**src/rtl/mc_mem_arbiter_if.sv**
```systemverilog
// Bus bundle between the two requesters, the arbiter and the memory.
// slave  : the arbiter side (takes requests and read data, drives grants/acks/memory strobes)
// master : the environment side (requesters plus memory)
interface mc_mem_arbiter_if;
  logic        r0_req;
  logic        r1_req;
  logic        r0_we;
  logic        r1_we;
  logic [31:0] r0_addr;
  logic [31:0] r1_addr;
  logic [31:0] r0_wdata;
  logic [31:0] r1_wdata;
  logic        r0_gnt;
  logic        r1_gnt;
  logic        r0_ack;
  logic        r1_ack;
  logic [31:0] r0_rdata;
  logic [31:0] r1_rdata;
  logic        mem_en;
  logic        mem_we;
  logic [31:0] mem_addr;
  logic [31:0] mem_wd;
  logic [31:0] mem_rd;
  logic        busy;

  modport slave (
    input  r0_req, r1_req, r0_we, r1_we, r0_addr, r1_addr, r0_wdata, r1_wdata, mem_rd,
    output r0_gnt, r1_gnt, r0_ack, r1_ack, r0_rdata, r1_rdata,
           mem_en, mem_we, mem_addr, mem_wd, busy
  );

  modport master (
    output r0_req, r1_req, r0_we, r1_we, r0_addr, r1_addr, r0_wdata, r1_wdata, mem_rd,
    input  r0_gnt, r1_gnt, r0_ack, r1_ack, r0_rdata, r1_rdata,
           mem_en, mem_we, mem_addr, mem_wd, busy
  );
endinterface

```
**src/rtl/mc_mem_arbiter.sv**
```systemverilog
// Two-port round-robin arbiter in front of a single-ported memory with a
// fixed read latency of LAT cycles. One transaction at a time:
// IDLE -> ISSUE (one strobe) -> WAIT (LAT cycles) -> DONE (ack pulse) -> IDLE.
module mc_mem_arbiter #(
  parameter int LAT = 1
) (
  input  logic             clk,
  input  logic             reset,
  mc_mem_arbiter_if.slave  bus
);

  typedef enum logic [1:0] {IDLE, ISSUE, WAIT, DONE} state_t;

  // WAIT ends when the counter reaches this value
  localparam logic [2:0] CNT_LAST = 3'(LAT - 1);

  state_t      state_reg, state_next;
  logic        win_reg, win_next;     // owner of the current transaction (0 = r0, 1 = r1)
  logic        last_reg, last_next;   // requester served most recently
  logic        we_reg, we_next;
  logic [31:0] addr_reg, addr_next;
  logic [31:0] wdata_reg, wdata_next;
  logic [31:0] rdata_reg, rdata_next;
  logic [2:0]  cnt_reg, cnt_next;

  logic [1:0]  req_vec;
  logic [1:0]  gnt_vec;
  logic [1:0]  ack_vec;
  logic        winner;

  assign req_vec = {bus.r1_req, bus.r0_req};

  // Round-robin pick: on a tie the requester not served last wins
  always_comb begin
    winner = 1'b0;
    if (req_vec == 2'b11) begin
      winner = ~last_reg;
    end else begin
      winner = req_vec[1];
    end
  end

  // Next-state and datapath; latched fields only move when leaving IDLE
  always_comb begin
    state_next = state_reg;
    win_next   = win_reg;
    last_next  = last_reg;
    we_next    = we_reg;
    addr_next  = addr_reg;
    wdata_next = wdata_reg;
    rdata_next = rdata_reg;
    cnt_next   = cnt_reg;
    case (state_reg)
      IDLE: begin
        if (|req_vec) begin
          win_next   = winner;
          last_next  = winner;
          we_next    = winner ? bus.r1_we    : bus.r0_we;
          addr_next  = winner ? bus.r1_addr  : bus.r0_addr;
          wdata_next = winner ? bus.r1_wdata : bus.r0_wdata;
          state_next = ISSUE;
        end
      end
      ISSUE: begin
        cnt_next   = 3'd0;
        state_next = WAIT;
      end
      WAIT: begin
        if (cnt_reg == CNT_LAST) begin
          cnt_next   = 3'd0;
          // writes keep the previous read data
          if (!we_reg) begin
            rdata_next = bus.mem_rd;
          end
          state_next = DONE;
        end else begin
          cnt_next = cnt_reg + 3'd1;
        end
      end
      DONE: begin
        state_next = IDLE;
      end
      default: begin
        state_next = IDLE;
      end
    endcase
  end

  // State register; reset discards any transaction in flight and favours r0
  always_ff @(posedge clk or posedge reset) begin
    if (reset) begin
      state_reg <= IDLE;
      win_reg   <= 1'b0;
      last_reg  <= 1'b1;
      we_reg    <= 1'b0;
      addr_reg  <= 32'd0;
      wdata_reg <= 32'd0;
      rdata_reg <= 32'd0;
      cnt_reg   <= 3'd0;
    end else begin
      state_reg <= state_next;
      win_reg   <= win_next;
      last_reg  <= last_next;
      we_reg    <= we_next;
      addr_reg  <= addr_next;
      wdata_reg <= wdata_next;
      rdata_reg <= rdata_next;
      cnt_reg   <= cnt_next;
    end
  end

  // Per-requester grant and ack decode, all from registered state
  for (genvar gi = 0; gi < 2; gi++) begin : g_port
    assign gnt_vec[gi] = (state_reg != IDLE) && (win_reg == 1'(gi));
    assign ack_vec[gi] = (state_reg == DONE) && (win_reg == 1'(gi));
  end

  assign bus.r0_gnt   = gnt_vec[0];
  assign bus.r1_gnt   = gnt_vec[1];
  assign bus.r0_ack   = ack_vec[0];
  assign bus.r1_ack   = ack_vec[1];
  assign bus.r0_rdata = rdata_reg;
  assign bus.r1_rdata = rdata_reg;

  assign bus.mem_en   = (state_reg == ISSUE);
  assign bus.mem_we   = (state_reg == ISSUE) && we_reg;
  assign bus.mem_addr = addr_reg;
  assign bus.mem_wd   = wdata_reg;
  assign bus.busy     = (state_reg != IDLE);

endmodule

```
**src/flat_wrapper.sv**
```systemverilog
// flat-port wrapper written by rule: the top's interface ports become plain ports
module mc_mem_arbiter_flat 
#(
  parameter int LAT = 1
)
  (clk, reset, bus_r0_req, bus_r1_req, bus_r0_we, bus_r1_we, bus_r0_addr, bus_r1_addr, bus_r0_wdata, bus_r1_wdata, bus_mem_rd, bus_r0_gnt, bus_r1_gnt, bus_r0_ack, bus_r1_ack, bus_r0_rdata, bus_r1_rdata, bus_mem_en, bus_mem_we, bus_mem_addr, bus_mem_wd, bus_busy);
  mc_mem_arbiter_if bus_i ();
  input  logic clk;
  input  logic reset;
  input wire logic [$bits(bus_i.r0_req)-1:0] bus_r0_req;
  input wire logic [$bits(bus_i.r1_req)-1:0] bus_r1_req;
  input wire logic [$bits(bus_i.r0_we)-1:0] bus_r0_we;
  input wire logic [$bits(bus_i.r1_we)-1:0] bus_r1_we;
  input wire logic [$bits(bus_i.r0_addr)-1:0] bus_r0_addr;
  input wire logic [$bits(bus_i.r1_addr)-1:0] bus_r1_addr;
  input wire logic [$bits(bus_i.r0_wdata)-1:0] bus_r0_wdata;
  input wire logic [$bits(bus_i.r1_wdata)-1:0] bus_r1_wdata;
  input wire logic [$bits(bus_i.mem_rd)-1:0] bus_mem_rd;
  output wire logic [$bits(bus_i.r0_gnt)-1:0] bus_r0_gnt;
  output wire logic [$bits(bus_i.r1_gnt)-1:0] bus_r1_gnt;
  output wire logic [$bits(bus_i.r0_ack)-1:0] bus_r0_ack;
  output wire logic [$bits(bus_i.r1_ack)-1:0] bus_r1_ack;
  output wire logic [$bits(bus_i.r0_rdata)-1:0] bus_r0_rdata;
  output wire logic [$bits(bus_i.r1_rdata)-1:0] bus_r1_rdata;
  output wire logic [$bits(bus_i.mem_en)-1:0] bus_mem_en;
  output wire logic [$bits(bus_i.mem_we)-1:0] bus_mem_we;
  output wire logic [$bits(bus_i.mem_addr)-1:0] bus_mem_addr;
  output wire logic [$bits(bus_i.mem_wd)-1:0] bus_mem_wd;
  output wire logic [$bits(bus_i.busy)-1:0] bus_busy;
  assign bus_i.r0_req = bus_r0_req;
  assign bus_i.r1_req = bus_r1_req;
  assign bus_i.r0_we = bus_r0_we;
  assign bus_i.r1_we = bus_r1_we;
  assign bus_i.r0_addr = bus_r0_addr;
  assign bus_i.r1_addr = bus_r1_addr;
  assign bus_i.r0_wdata = bus_r0_wdata;
  assign bus_i.r1_wdata = bus_r1_wdata;
  assign bus_i.mem_rd = bus_mem_rd;
  assign bus_r0_gnt = bus_i.r0_gnt;
  assign bus_r1_gnt = bus_i.r1_gnt;
  assign bus_r0_ack = bus_i.r0_ack;
  assign bus_r1_ack = bus_i.r1_ack;
  assign bus_r0_rdata = bus_i.r0_rdata;
  assign bus_r1_rdata = bus_i.r1_rdata;
  assign bus_mem_en = bus_i.mem_en;
  assign bus_mem_we = bus_i.mem_we;
  assign bus_mem_addr = bus_i.mem_addr;
  assign bus_mem_wd = bus_i.mem_wd;
  assign bus_busy = bus_i.busy;
  mc_mem_arbiter #(.LAT(LAT)) u_core (.clk(clk), .reset(reset), .bus(bus_i));
endmodule
```
**config.mk**
```make
export PLATFORM = sky130hd
export DESIGN_NAME = mc_mem_arbiter_flat
export DESIGN_NICKNAME = d
export VERILOG_FILES = /design/src/rtl/mc_mem_arbiter_if.sv /design/src/rtl/mc_mem_arbiter.sv /design/src/flat_wrapper.sv
export SDC_FILE = /design/constraint.sdc
export NUM_CORES = 1
export LEC_CHECK = 0
export ABC_AREA = 1
export CAP_MARGIN = 5
export CORE_ASPECT_RATIO = 1.25
export CORE_MARGIN = 2
export CORE_UTILIZATION = 43
export DETAILED_ROUTE_END_ITERATION = 10
export PLACE_DENSITY = 0.87
export SETUP_SLACK_MARGIN = 0.1
export SYNTH_ARGS = -nofsm -noshare
export SYNTH_HDL_FRONTEND = slang
export SYNTH_SLANG_ARGS = --single-unit
```
**constraint.sdc**
```tcl
create_clock -name clk -period 5.45 [get_ports clk]
set_clock_uncertainty 0.05 [all_clocks]
set_input_delay 0.545 -clock clk [delete_from_list [all_inputs] [get_ports clk]]
set_output_delay 0.545 -clock clk [all_outputs]
set_load 0.02 [all_outputs]
```
==> results summary <==
The run finished with clean final reports. The power share of the clock group came out at 0.141. By startpoint and endpoint, the worst setup path is classified as reg2reg. The largest driver fanout on the critical path came out at 66.

The pre-CTS setup slack came out at 2.61 ns. Fill cells in the final layout number 1,031. The sum of internal, switching and leakage power came out at 4.85 mW. The maximum number of pins on one net before global-route repair is 68.

Buffers inserted to repair hold after CTS numbered 0. Setup repair after global routing left no endpoint under its margin. The fmax is 0.368 GHz.

The clock-pin transition on the worst setup and hold timing paths came out at 0.07 ns. The tree is rooted in a clkbuf_16. The layout-stage area growth over the synthesis result is 55.4%. The number of nets in the finished design is approximately 1,200. Input and output buffers added on the ports amount to 300. The switching portion of total power is 0.426.

The initial standard-cell utilization of the core is 0.442. The number of gates resized after cts came out at 0. The kind of start point of the critical path is a flop. The design area is 8770 um2. The deepest level of the CTS H-tree is 3. The number of design rule violations left after detail routing is 0. The die span in y came out at around 130 um. The critical path data arrival time is roughly 2.9 ns. The number of cells produced by synthesis is between 700 and 800. The total congestion overflow after global routing came out at 0. The leakage power total is 4.59 nW. The net count after synthesis is 961. The fraction of the yosys area taken by sequential cells came out at 0.461.

The worst relative slew slack is 0.278. The area of the multi-input gates came out at 2040 um2. The worst-case IR drop observed on VDD is 317 uV. The power per standard cell area is 553 nW/um2. The post-route non-filler standard cell count came out at around 1,200. The first-pass GRT wire length came out at 27,500 um. Setup violations remaining at the end of the flow were counted as 0. The switching power total is 2.07 mW. Clock latency on the worst-skew pair, taken at its later pin, is 0.34 ns. Dividing the synthesized area by the synthesized cell count gives 7.16 um2. The die extent in x came out at 106 um.

The number of buffers added for setup after CTS came out at 0. The maximum count of clock buffers along a single path is 2. The relative contribution of sequential cells to total power came out at 0.294. The max-cap check violation count is 0. The routability-driven placement congestion ratio is 0.811. The type of the most critical hold path is reg2reg. The number of detailed-routing iterations run before antenna repair came out at 5.

The total via count after detailed routing came out at roughly 5,700. Of the cells placed in the final design, the portion with a size suffix greater than 1 is 0.0309. The HPWL after detailed placement is 12,500 um. The worst path needs 2.72 ns of the cycle, external delays included.

The number of routed nets with antenna violations came out at 0. The aggregate routed wire length is 17,200 um. The final hold violation count is 0.

The core outline area came out at 12,800 um2. The kind of end point of the critical path is a flop. The CTS tree is yes.

In the routed layout, each cell is associated on average with a via count of roughly 4.7. Yosys mapped the design onto 17 distinct sky130hd cell types. In the final timing run, aggregate negative setup slack is 0 ns.

The register bit count reported by yosys came out at 104. The number of buffers created by CTS is 9. The internal power of the cells totals around 2.8 mW. Counting tap cells, the placed design contains a total of 1,188 instances. The setup slack of the most critical reg-to-reg path is between 2 and 3 ns. The final period utilization is 0.499.

The number of cell rows is 46. The largest area contributor in the netlist is dfrtp_1. The number of warnings reported in the yosys synthesis log is 0. The max-slew violation count is 0. Data on the critical path is required at its endpoint by 5.62 ns. During I/O placement, the number of pins put on the boundary was 301.

The number of global-route vias before repair came out at between 5,000 and 6,000. The floorplan step defined a die boundary enclosing 14,100 um2. The number of antenna violations at the first check in global routing came to 0.

The worst setup margin came out at 2.73 ns. In the global route stage, overall resource usage came out at 0.245. The DRC marker count from the first detailed-route iteration came out at 288. The share of total power in combinational logic came out at 0.566. The area of the mapped netlist came out at 5640 um2. After detailed routing, the average wire length per cell comes to roughly 14 um. The transition at the pin with the smallest max-transition slack came out at 1.08 ns. Of the post-synthesis cell area, the dominant cell type holds 0.457.

The number of antenna diodes in the final layout is 0. The area taken by flip-flops and latches is 2600 um2. After detailed placement, the total cell area comes to 8450 um2. After synthesis, the cell types taking the most area are dfrtp_1, nand2_1, nand3_1. CTS saw between 100 and 150 sinks.
## worst max-delay path, stage by stage, from the launching register on
cell	delay, ns
dfrtp_1	0.45
inv_1	0.11
ha_1	0.33
inv_2	0.09
nor2_4	0.38
buf_4	0.53
inv_2	0.04
buf_4	0.36
nand2_1	0.13
nand2_1	0.08
## Yosys cell counts
cell      count
nand2_1     278
nand3_1     166
inv_1       142
dfrtp_1     103
buf_4        42
buf_2        20
clkbuf_1     11
ha_1          7
nor2_1        5
buf_1         3
o21ai_0       3
inv_2         2
nand4_1       2
a21oi_1       1
dfstp_2       1
nor2_4        1
or2_2         1
## layout make-up
| class | count | share of cell area |
|---|---|---|
| Timing Repair Buffer | 308 | 0.349 |
| Sequential cell | 104 | 0.297 |
| Multi-Input combinational cell | 464 | 0.232 |
| Inverter | 144 | 0.0619 |
| Clock buffer | 11 | 0.0265 |
| Tap cell | 168 | 0.0240 |
| Clock inverter | 5 | 0.00928 |
## per-layer routing
layer  track usage  routed length (um)
met1         0.275                6130
met2         0.441                8930
met3        0.0657                1660
met4        0.0873                 438
met5             0                   0
## power groups by stage
stage / combinational [mW] / sequential [mW] / clock, mW
final: 2.74 / 1.43 / 0.682
after global routing: 2.96 / 1.47 / 0.732
after floorplan: 1.18 / 1.81 / 0
after global placement: 2.71 / 1.43 / 0
after detailed placement: 2.77 / 1.43 / 0
after CTS: 2.77 / 1.43 / 0.696
## worst paths after layout
kind | from | end | cells past startpoint
worst max register to register | u_core.state_reg[1] | u_core.bus.mem_wd[0] | 9
min in group asynchronous | reset | u_core.bus.mem_wd[17] | 2
worst min register to register | u_core.last_reg | u_core.last_reg | 2
worst max-delay path | u_core.state_reg[1] | u_core.bus.mem_wd[0] | 9
max in group asynchronous | reset | u_core.win_reg | 3
worst min-delay path | u_core.last_reg | u_core.last_reg | 2
## stage by stage
step	util	hold slack [ns]
detailed placement	0.662	0.415
floorplan	-	0.392
global placement	0.662	0.412
CTS	0.686	0.433
global route	0.686	0.447
finish	0.686	0.431
## cell usage in the layout (no fill, tap or decap), types with 3 or more instances in the layout
cell | Yosys | final
clkdlybuf4s50_1 | 0 | 299
nand2_1 | 278 | 276
nand3_1 | 166 | 166
inv_1 | 142 | 141
dfrtp_1 | 103 | 103
clkbuf_16 | 0 | 9
buf_4 | 42 | 8
ha_1 | 7 | 7
nor2_1 | 5 | 4
o21ai_0 | 3 | 3
## kinds of logic after synthesis
logic type,count (synthesis),share of synthesized area
simple gates,453,0.341
buf+inv,220,0.179
flops,104,0.461
fa+ha+maj,7,0.0155
compound gates,4,0.00355
Power figures use the tool's default switching activity.
